$ cat src/rtl/ser_feeder_pkg.sv
// Shared definitions for the serial bit feeder: FSM encodings, default width, counter sizing.
package ser_feeder_pkg;

    typedef logic [1:0] state_t;

    localparam state_t ST_IDLE  = 2'd0;
    localparam state_t ST_SHIFT = 2'd1;
    localparam state_t ST_PAR   = 2'd2;
    localparam state_t ST_GAP   = 2'd3;

    localparam int unsigned DEF_W  = 8;
    localparam int unsigned GCNT_W = 4;

    // Bits needed to count 0..n.
    function automatic int unsigned cnt_w(input int unsigned n);
        return $clog2(n + 1);
    endfunction

endpackage

$ cat src/rtl/ser_bit_counter.sv
// Up-counter with synchronous clear, increment, and a terminal-count flag; saturates at MAX.
module ser_bit_counter
    import ser_feeder_pkg::*;
#(
    parameter int unsigned CW  = GCNT_W,
    parameter int unsigned MAX = 1
) (
    input  logic ck,
    input  logic rs,
    input  logic clr,
    input  logic inc,
    output logic tc_c
);

    logic [CW-1:0] cnt;

    assign tc_c = (cnt == CW'(MAX));

    always_ff @(posedge ck or posedge rs) begin
        if (rs) begin
            cnt <= '0;
        end else if (clr) begin
            cnt <= '0;
        end else if (inc && !tc_c) begin
            cnt <= cnt + CW'(1);
        end
    end

endmodule

$ cat src/rtl/ser_bit_feeder.sv
// Buffers one parallel word and shifts words out MSB-first on s, with optional idle gap between words.
// Optional even-parity bit after each word is enabled by defining SER_PARITY_EN.
module ser_bit_feeder
    import ser_feeder_pkg::*;
#(
    parameter int unsigned W        = DEF_W,
    parameter int unsigned GAP      = 0,
    parameter logic        IDLE_LVL = 1'b0
) (
    input  logic         ck,
    input  logic         rs,
    input  logic [W-1:0] din,
    input  logic         din_vld,
    output logic         din_rdy,
    output logic         s,
    output logic         s_vld,
    output logic         last,
    output logic         busy
);

    localparam int unsigned CW   = cnt_w(W);
    localparam int unsigned GMAX = (GAP > 0) ? GAP - 1 : 0;

    state_t       state, nxt, end_st;
    logic [W-1:0] hld;
    logic [W-2:0] sr;
    logic         hld_full, fin;
    logic         accept_c, load_c, hld_full_c;
    logic         cnt_tc_c, gcnt_tc_c;
    logic         s_d, s_vld_d, last_d, fin_d;
`ifdef SER_PARITY_EN
    logic         par;
`endif

    assign accept_c   = din_vld && din_rdy;
    // sr is (re)loaded on every entry into SHIFT, including word-to-word without leaving SHIFT
    assign load_c     = (nxt == ST_SHIFT) && ((state != ST_SHIFT) || fin);
    assign hld_full_c = accept_c || (hld_full && !load_c);

    // cnt tracks the bit index on s; terminal one before the last bit so last can be registered
    ser_bit_counter #(.CW(CW), .MAX(W - 2)) u_cnt (
        .ck   (ck),
        .rs   (rs),
        .clr  (load_c),
        .inc  (state == ST_SHIFT),
        .tc_c (cnt_tc_c)
    );

    ser_bit_counter #(.CW(GCNT_W), .MAX(GMAX)) u_gcnt (
        .ck   (ck),
        .rs   (rs),
        .clr  ((nxt == ST_GAP) && (state != ST_GAP)),
        .inc  (state == ST_GAP),
        .tc_c (gcnt_tc_c)
    );

    always_ff @(posedge ck or posedge rs) begin
        if (rs) begin
            state <= ST_IDLE;
        end else begin
            state <= nxt;
        end
    end

    always_comb begin
        nxt    = state;
        end_st = (GAP > 0) ? ST_GAP : (hld_full ? ST_SHIFT : ST_IDLE);
        case (state)
            ST_IDLE:  if (hld_full) nxt = ST_SHIFT;
            ST_SHIFT: begin
                if (fin) begin
`ifdef SER_PARITY_EN
                    nxt = ST_PAR;
`else
                    nxt = end_st;
`endif
                end
            end
`ifdef SER_PARITY_EN
            ST_PAR:   nxt = end_st;
`endif
            ST_GAP:   if (gcnt_tc_c) nxt = hld_full ? ST_SHIFT : ST_IDLE;
            default:  nxt = ST_IDLE;
        endcase
    end

    // Output values for the cycle after this edge, derived from the state being entered
    always_comb begin
        s_d     = IDLE_LVL;
        s_vld_d = 1'b0;
        last_d  = 1'b0;
        fin_d   = 1'b0;
        case (nxt)
            ST_SHIFT: begin
                s_vld_d = 1'b1;
                s_d     = load_c ? hld[W-1] : sr[W-2];
                fin_d   = !load_c && cnt_tc_c;
`ifndef SER_PARITY_EN
                last_d  = fin_d;
`endif
            end
`ifdef SER_PARITY_EN
            ST_PAR: begin
                s_vld_d = 1'b1;
                s_d     = par;
                last_d  = 1'b1;
            end
`endif
            default: ;
        endcase
    end

    always_ff @(posedge ck or posedge rs) begin
        if (rs) begin
            hld      <= '0;
            hld_full <= 1'b0;
            din_rdy  <= 1'b1;
            sr       <= '0;
            fin      <= 1'b0;
            s        <= IDLE_LVL;
            s_vld    <= 1'b0;
            last     <= 1'b0;
            busy     <= 1'b0;
`ifdef SER_PARITY_EN
            par      <= 1'b0;
`endif
        end else begin
            if (accept_c) hld <= din;
            hld_full <= hld_full_c;
            din_rdy  <= !hld_full_c;
            if (load_c) begin
                sr <= hld[W-2:0];
            end else if (state == ST_SHIFT) begin
                sr <= sr << 1;
            end
`ifdef SER_PARITY_EN
            if (load_c) par <= ^hld;
`endif
            fin   <= fin_d;
            s     <= s_d;
            s_vld <= s_vld_d;
            last  <= last_d;
            busy  <= (nxt != ST_IDLE) || hld_full_c;
        end
    end

endmodule

$ cat config.mk
export PLATFORM = sky130hd
export DESIGN_NAME = ser_bit_feeder
export DESIGN_NICKNAME = d
export VERILOG_FILES = /design/src/rtl/ser_feeder_pkg.sv /design/src/rtl/ser_bit_counter.sv /design/src/rtl/ser_bit_feeder.sv
export SDC_FILE = /design/constraint.sdc
export NUM_CORES = 1
export LEC_CHECK = 0
export ABC_AREA = 1
export BUFFER_PORTS_ARGS = -buffer_cell sky130_fd_sc_hd__buf_2
export CELL_PAD_IN_SITES_DETAIL_PLACEMENT = 0
export CELL_PAD_IN_SITES_GLOBAL_PLACEMENT = 1
export CORE_MARGIN = 8
export CORE_UTILIZATION = 40
export CTS_BUF_LIST = sky130_fd_sc_hd__clkbuf_4
export DETAILED_ROUTE_END_ITERATION = 12
export PLACE_DENSITY = 0.69
export SETUP_SLACK_MARGIN = 0.3
export SYNTH_ARGS = -nofsm -noshare
export SYNTH_HDL_FRONTEND = slang
export SYNTH_SLANG_ARGS = --single-unit
$ cat constraint.sdc
create_clock -name ck -period 2.3 [get_ports ck]
set_input_delay 0.23 -clock ck [delete_from_list [all_inputs] [get_ports ck]]
set_output_delay 0.23 -clock ck [all_outputs]
set_load 0.005 [all_outputs]
==> out/results.tsv, run 1 <==
metric	value	unit
grtUsageTotal	0.109	
gp_congestion	0.712	
fin_util	0.476	
wl_per_cell	11.7	um
fin_area	1590	um2
crit_fanout	16	
firstDrtPassIters	4	
fin_nets	187	
r2r-end	busy	
netlist_area	1390	um2
crit_arrival	1720	ps
p_leak	0.864	nW
timing.rr.start	u_gcnt.cnt[0]	
cts_tree	built	
grt_pass1_wl	4570	um
vdd_drop_max	0.398	mV
ioPinCount	16	
numPortBuffers	15	
area_growth_syn_to_layout	14.1	%
drtIter0Drc	53	
min_path_cells	3	
ys_warn_count	0	
antenna_found_initial	0	
fin_crit_sh	0.652	
final.setup.tns	0	ps
dp.cells	210	
period_minus_slack	1500	ps
synth.avg_cell_area	9.35	um2
postCtsSetupRepairBufs	0	
place_ws	811	ps
synth_seq_cells	31	
hold_class	in2reg	
outcome	complete, no violations	
clock_path_buffers	2	
drive_gt1_frac	0.220	
critical_path.endpoint_type	register	
critPathLaunchType	register	
setup_slack	801	ps
cts_made_buffers	5	
final_cells	219	
via_count	1010	
grt_remaining_overflow	0	
clk-insertion-delay-late	330	ps
min_to	hld[2]	
syn-num-nets	164	
drc	0	
postRouteAntennaNets	0	
hold_viol	0	
synthCells	149	
r2r_slack	800	ps
insertedDiodeCount	0	
cap_violations	0	
die_y	75.0	um
via_per_inst	4.61	
crit_required	2520	ps
criticalPathCategory	reg2reg	
wl	2560	um
cts-htree-levels	2	
rows	21	
placedInstanceArea	1520	um2
cts_sinks	31	
rsz0062_at_grt	false	
fp.dieW	75.0	um
worstMarginPinSlew	399	ps
grt_pass1_vias	1059	
max_slew_margin	0.734	
synth_cell_types	24	
fmax	667	MHz
dieArea	5630	um2
grt_max_degree	32	
clk_pin_slew	100	ps
reg2reg_depth	7	
start_util	0.417	
maxSlewViolCount	0	
finalSetupViolCount	0	
hold_path_startpoint	din[2]	
place_hpwl	1820	um
powerDensity	1050	nW/um2
fin_skew	10.3	ps
core	3340	um2
synth_seq_area_share	0.558	
cts_root_buf	clkbuf_4	
[critical path, cell delays in order (launching register included)]
cell	delay (ps)
dfrtp_1	410
inv_1	100
ha_1	150
nand2_1	80
nand2_4	110
nand4_4	220
a21oi_2	250
nand2_1	70
[through the flow]
stage                     hold slack, ps  power, mW
after floorplan                      333       1.23
after global placement               326       1.35
after detailed placement             340       1.36
after CTS                           65.1       1.70
after global routing                77.3       1.82
final                               84.1       1.67
[where the power goes]
| part | total, mW | internal, mW | switching [mW] |
|---|---|---|---|
| combinational | 0.492 | 0.202 | 0.290 |
| sequential | 0.853 | 0.727 | 0.125 |
| clock | 0.323 | 0.143 | 0.181 |
[synthesized netlist by cell type]
cell / count / area, um2
nand2_1: 46 / 173
dfrtp_1: 30 / 751
nand3_1: 27 / 135
inv_1: 11 / 41.3
inv_2: 5 / 18.8
ha_1: 4 / 50.1
nor2_1: 4 / 15.0
nand4_1: 3 / 18.8
o21ai_0: 3 / 15.0
xor2_1: 2 / 17.5
a21oi_2: 1 / 8.76
buf_6: 1 / 11.3
clkinv_1: 1 / 3.75
dfstp_2: 1 / 26.3
nand2_2: 1 / 6.26
nand2_4: 1 / 11.3
nand3_2: 1 / 10.0
nand3b_1: 1 / 7.51
nand3b_4: 1 / 20.0
nand4_4: 1 / 21.3
nor2_4: 1 / 11.3
nor3_1: 1 / 5.00
or2_2: 1 / 6.26
xnor2_1: 1 / 8.76
[area by class of cell]
class | count | area, um2
clock inverter | 1 | 5.00
sequential | 31 | 777
clock buffer | 7 | 52.6
timing repair buffer | 17 | 92.6
tap | 46 | 57.6
fill | 329 | 1750
multi-input combinational | 100 | 541
inverter | 17 | 63.8
[routing by layer]
metal / wire [um] / part of all wire / global-route usage / vias up
li1: - / - / - / 524
met3: 107 / 0.042 / 0.0413 / 7
met5: 0 / 0 / 0 / -
met2: 1190 / 0.46 / 0.177 / 15
met1: 1210 / 0.47 / 0.117 / 464
met4: 61 / 0.024 / 0.0652 / 0
[cell usage in the layout, fill, tap and decap left out, types with 2 or more instances in the layout]
cell type  Yosys  final
nand2_1       46     46
clkbuf_4       0      7
inv_1         11     11
nand4_1        3      3
ha_1           4      4
o21ai_0        3      3
inv_2          5      5
xor2_1         2      2
nor2_1         4      4
dfrtp_1       30     30
buf_2          0     15
nand3_1       27     27
[flip-flops by register name (all words and copies together), names as in the netlist, 2 cells and up]
name,count
hld,8
sr,7
u_cnt.cnt,4
u_gcnt.cnt,4
state,2
[logic make-up after synthesis]
logic type	share of synthesized area
fa+ha+maj	0.0359
xor+xnor	0.0189
buf+inv	0.0539
flops	0.558
simple gates	0.316
compound gates	0.0171
[timing repair]
item	in CTS	in global routing
hold buffers	1	0
endpoints found under the setup margin	0	0
resized for setup	0	0
endpoints found under the hold margin	30	0
[how the worst max path moves through the flow]
| stage | start | endpoint | cells past startpoint |
|---|---|---|---|
| 6_report | u_gcnt.cnt[0] | busy | 7 |
| 5_1_grt | u_gcnt.cnt[0] | sr[1] | 8 |
| 4_1_cts | u_gcnt.cnt[0] | busy | 7 |
| 3_5_place_dp | u_gcnt.cnt[0] | busy | 7 |
| 3_3_place_gp | u_gcnt.cnt[0] | busy | 7 |
| 2_1_floorplan | u_gcnt.cnt[0] | sr[1] | 8 |
No activity file was read; power rests on OpenSTA's default activity.
==> inputs of run 2 (changes only) <==
ABC_AREA = 0   (was 1)
PLACE_DENSITY = 0.67   (was 0.69)
clock period = 1.5 ns   (was 2.3 ns; I/O delays follow)
==> run 2 against run 1 <==
  * The flow now finishes with violations (setup timing)
  * Combinational power rose by 140%
  * Count of clock-buffer cells in the layout stayed put
  * Global-route usage grew 1.1 points
  * Hold slack got worse by 45 ps
  * Clock skew about the same
  * Sequential share of layout area fell by 6.5 points
  * Sequential power increased by 56%
==> out/results.tsv, run 2 <==
metric	value	unit	change
hold_path_startpoint	din[2]		
area_growth_syn_to_layout	30.0	%	
grt_remaining_overflow	0		unchanged
vdd_drop_max	0.879	mV	+120%
ys_warn_count	0		unchanged
finalSetupViolCount	13		+13
synth.most_common_cell	dfrtp_1		
drive_gt1_frac	0.472		+0.253
netlist_area	1410	um2	+1.3%
numPortBuffers	15		unchanged
powerDensity	1650	nW/um2	+57%
synth.avg_cell_area	11.2	um2	+20%
place_hpwl	2010	um	+11%
cts_root_buf	clkbuf_4		
synth_top_area_frac	0.532		-0.00717
fmax	629	MHz	-5.7%
critPathLaunchType	register		
timing.rr.start	u_gcnt.cnt[1]		
via_per_inst	4.89		+6.0%
placedInstanceArea	1700	um2	+12%
crit_fanout	7		-9
multiInputGateArea	663	um2	+23%
synth_seq_cells	31		unchanged
slowest_delay	410	ps	about the same
clock_path_buffers	2		unchanged
cp.buffers_inverters	1		unchanged
cap_violations	0		unchanged
max_slew_margin	0.743		+0.00891
fp.dieW	75.4	um	+0.53%
largest_reg_flops	8		unchanged
cp_cell_sequence	inv_2, ha_4, or3b_4, o21a_4, a32oi_1, o21ai_1		
wl_per_cell	13.7	um	+17%
fin_nets	177		-5.3%
fin_area	1830	um2	+15%
insertedDiodeCount	0		unchanged
final_cells	209		-4.6%
regArea	777	um2	unchanged
synthArstFlopShare	1.00		unchanged
cts_tree	built		
worstMarginPinSlew	386	ps	-13.4 ps
reg2reg_depth	6		-1
switchingPower	1.05	mW	+75%
firstDrtPassIters	4		unchanged
synth_edf_count	0		unchanged
syn-num-nets	141		-14%
final_common_cell	dfrtp_1		
yosys-top-cells-area	dfrtp_1 53%, mux2_2 6.4%, nand2_1 6.1%		
clock_power_share	0.170		-0.024
ioPinCount	16		unchanged
top_regs	hld (8), sr (7)		
hold_class	in2reg		
critical_path.endpoint_type	register		
power_frac_comb	0.389		+0.094
dp.cells	199		-5.2%
min_to	hld[2]		
die_y	75.4	um	+0.53%
fin_crit_sh	1.06		+0.408
top_register	hld		
crit_required	1740	ps	-780 ps
drtIter0Drc	70		+32%
ys_top_cells_by_count	30 x dfrtp_1, 23 x nand2_1, 11 x inv_1		
clk_pin_slew	100	ps	about the same
start_util	0.420		+0.00232
r2r-end	u_cnt.cnt[3]		
criticalPathCategory	reg2reg		
crit_arrival	1830	ps	+110 ps
p_leak	0.874	nW	+1.1%
antenna_found_initial	0		unchanged
cp_top_family	compound AO/OA/AOI/OAI gates		
maxSlewViolCount	0		unchanged
postRouteAntennaNets	0		unchanged
grt_pass1_vias	1080		+2.0%
fin_skew	10.3	ps	+0.0652 ps
final_cell_mix	30 x dfrtp_1, 18 x nand2_1, 15 x buf_2, 15 x buf_4, 9 x inv_1		
period_minus_slack	1590	ps	+91.1 ps
grt_max_degree	32		unchanged
fillers	318		-3.3%
gp_congestion	0.768		+8.0%
synth_seq_area_share	0.551		-0.00742
clk-insertion-delay-late	340	ps	about the same
drc	0		unchanged
cts_made_buffers	5		unchanged
final.setup.tns	-428	ps	-428 ps
ys.flop_type	dfrtp_1		
min_path_cells	2		-1
failed_checks	setup timing		
synthCells	126		-15%
setup_slack	-90.3	ps	-891 ps
swShare	0.346		-0.0110
dieArea	5690	um2	+1.1%
rows	21		unchanged
core	3360	um2	+0.79%
cpMaxStageDelayCell	or3b_4		
p_int	1.97	mW	+84%
hold_viol	0		unchanged
grtUsageTotal	0.120		+0.0115
outcome	complete, but fails checks		
grt_pass1_wl	5000	um	+9.5%
place_ws	-96.1	ps	-907 ps
synth_cell_types	34		+42%
cts_sinks	31		unchanged
cts-htree-levels	2		unchanged
rsz0062_at_grt	true		
seq_power_share	0.441		-0.070
wl	2870	um	+12%
synth_largest_area_cell	dfrtp_1		
timing.hold.ws	38.6	ps	-45.5 ps
via_count	1022		+1.2%
r2r_slack	-90	ps	-890 ps
## run 2: cell type report
| cell class | count | share of cell area |
|---|---|---|
| clock buffers | 7 | 0.0286 |
| clock inverters | 1 | 0.00273 |
| repair buffers | 33 | 0.130 |
| flip-flops and latches | 31 | 0.424 |
| well taps | 46 | 0.0314 |
| multi-input cells | 80 | 0.362 |
| inverters | 11 | 0.0225 |
## run 2: repair_timing
item / in CTS / in global routing
gates resized for setup: 6 / 8
pin swaps: 5 / 5
endpoints found under the hold margin: 30 / 0
hold buffers: 1 / 0
endpoints found under the setup margin: 30 / 24
buffers inserted: 1 / 0
## run 2: worst max path at each step
| stage | to | slack [ps] | depth (start not counted) | startpoint |
|---|---|---|---|---|
| 2_1_floorplan | u_cnt.cnt[3] | -20 | 6 | u_gcnt.cnt[0] |
| 3_3_place_gp | sr[5] | -60 | 7 | u_gcnt.cnt[0] |
| 3_5_place_dp | u_cnt.cnt[3] | -100 | 6 | u_gcnt.cnt[1] |
| 4_1_cts | u_cnt.cnt[2] | -90 | 6 | u_gcnt.cnt[1] |
| 5_1_grt | u_cnt.cnt[3] | -170 | 6 | u_gcnt.cnt[1] |
| 6_report | u_cnt.cnt[3] | -90 | 6 | u_gcnt.cnt[1] |
## run 2: worst register-to-register path: cells and delay by family, from the launching register on
kind	cells	cell delay, ps
compound gates	3	480
fa+ha+maj	1	130
buf+inv	1	80
flops	1	390
simple gates	1	410
## run 2: power groups by stage
stage                     sequential [mW]  clock [mW]  combinational [mW]
final                                1.33       0.512                1.17
after CTS                            1.32       0.530                1.13
after global placement               1.34           0                1.10
after detailed placement             1.34           0                1.11
after floorplan                      1.30           0               0.772
after global routing                 1.37       0.577                1.31
## run 2: per-stage QoR
stage / power, mW / utilization
final: 3.02 / 0.545
after global routing: 3.26 / 0.545
after CTS: 2.98 / 0.534
after detailed placement: 2.45 / 0.506
after global placement: 2.43 / 0.506
after floorplan: 2.08 / -
## run 2: kinds of logic (layout without fill, tap and decap cells)
logic type | count (synthesis) | count (layout) | share of synthesized area
xor gates and xnor gates | 3 | 3 | 0.0186
buffers and inverters | 15 | 52 | 0.0541
AOI/OAI and AO/OA | 29 | 29 | 0.154
adders and majority gates | 4 | 4 | 0.0355
and+or+nand+nor | 36 | 36 | 0.123
DFF | 31 | 31 | 0.551
muxes | 8 | 8 | 0.0638
## run 2: per-layer routing
| layer | up-vias | wire (um) | track usage |
|---|---|---|---|
| li1 | 503 | - | - |
| met2 | 18 | 1310 | 0.179 |
| met5 | - | 0 | 0 |
| met4 | 0 | 89 | 0.0832 |
| met3 | 9 | 98 | 0.0329 |
| met1 | 492 | 1370 | 0.147 |
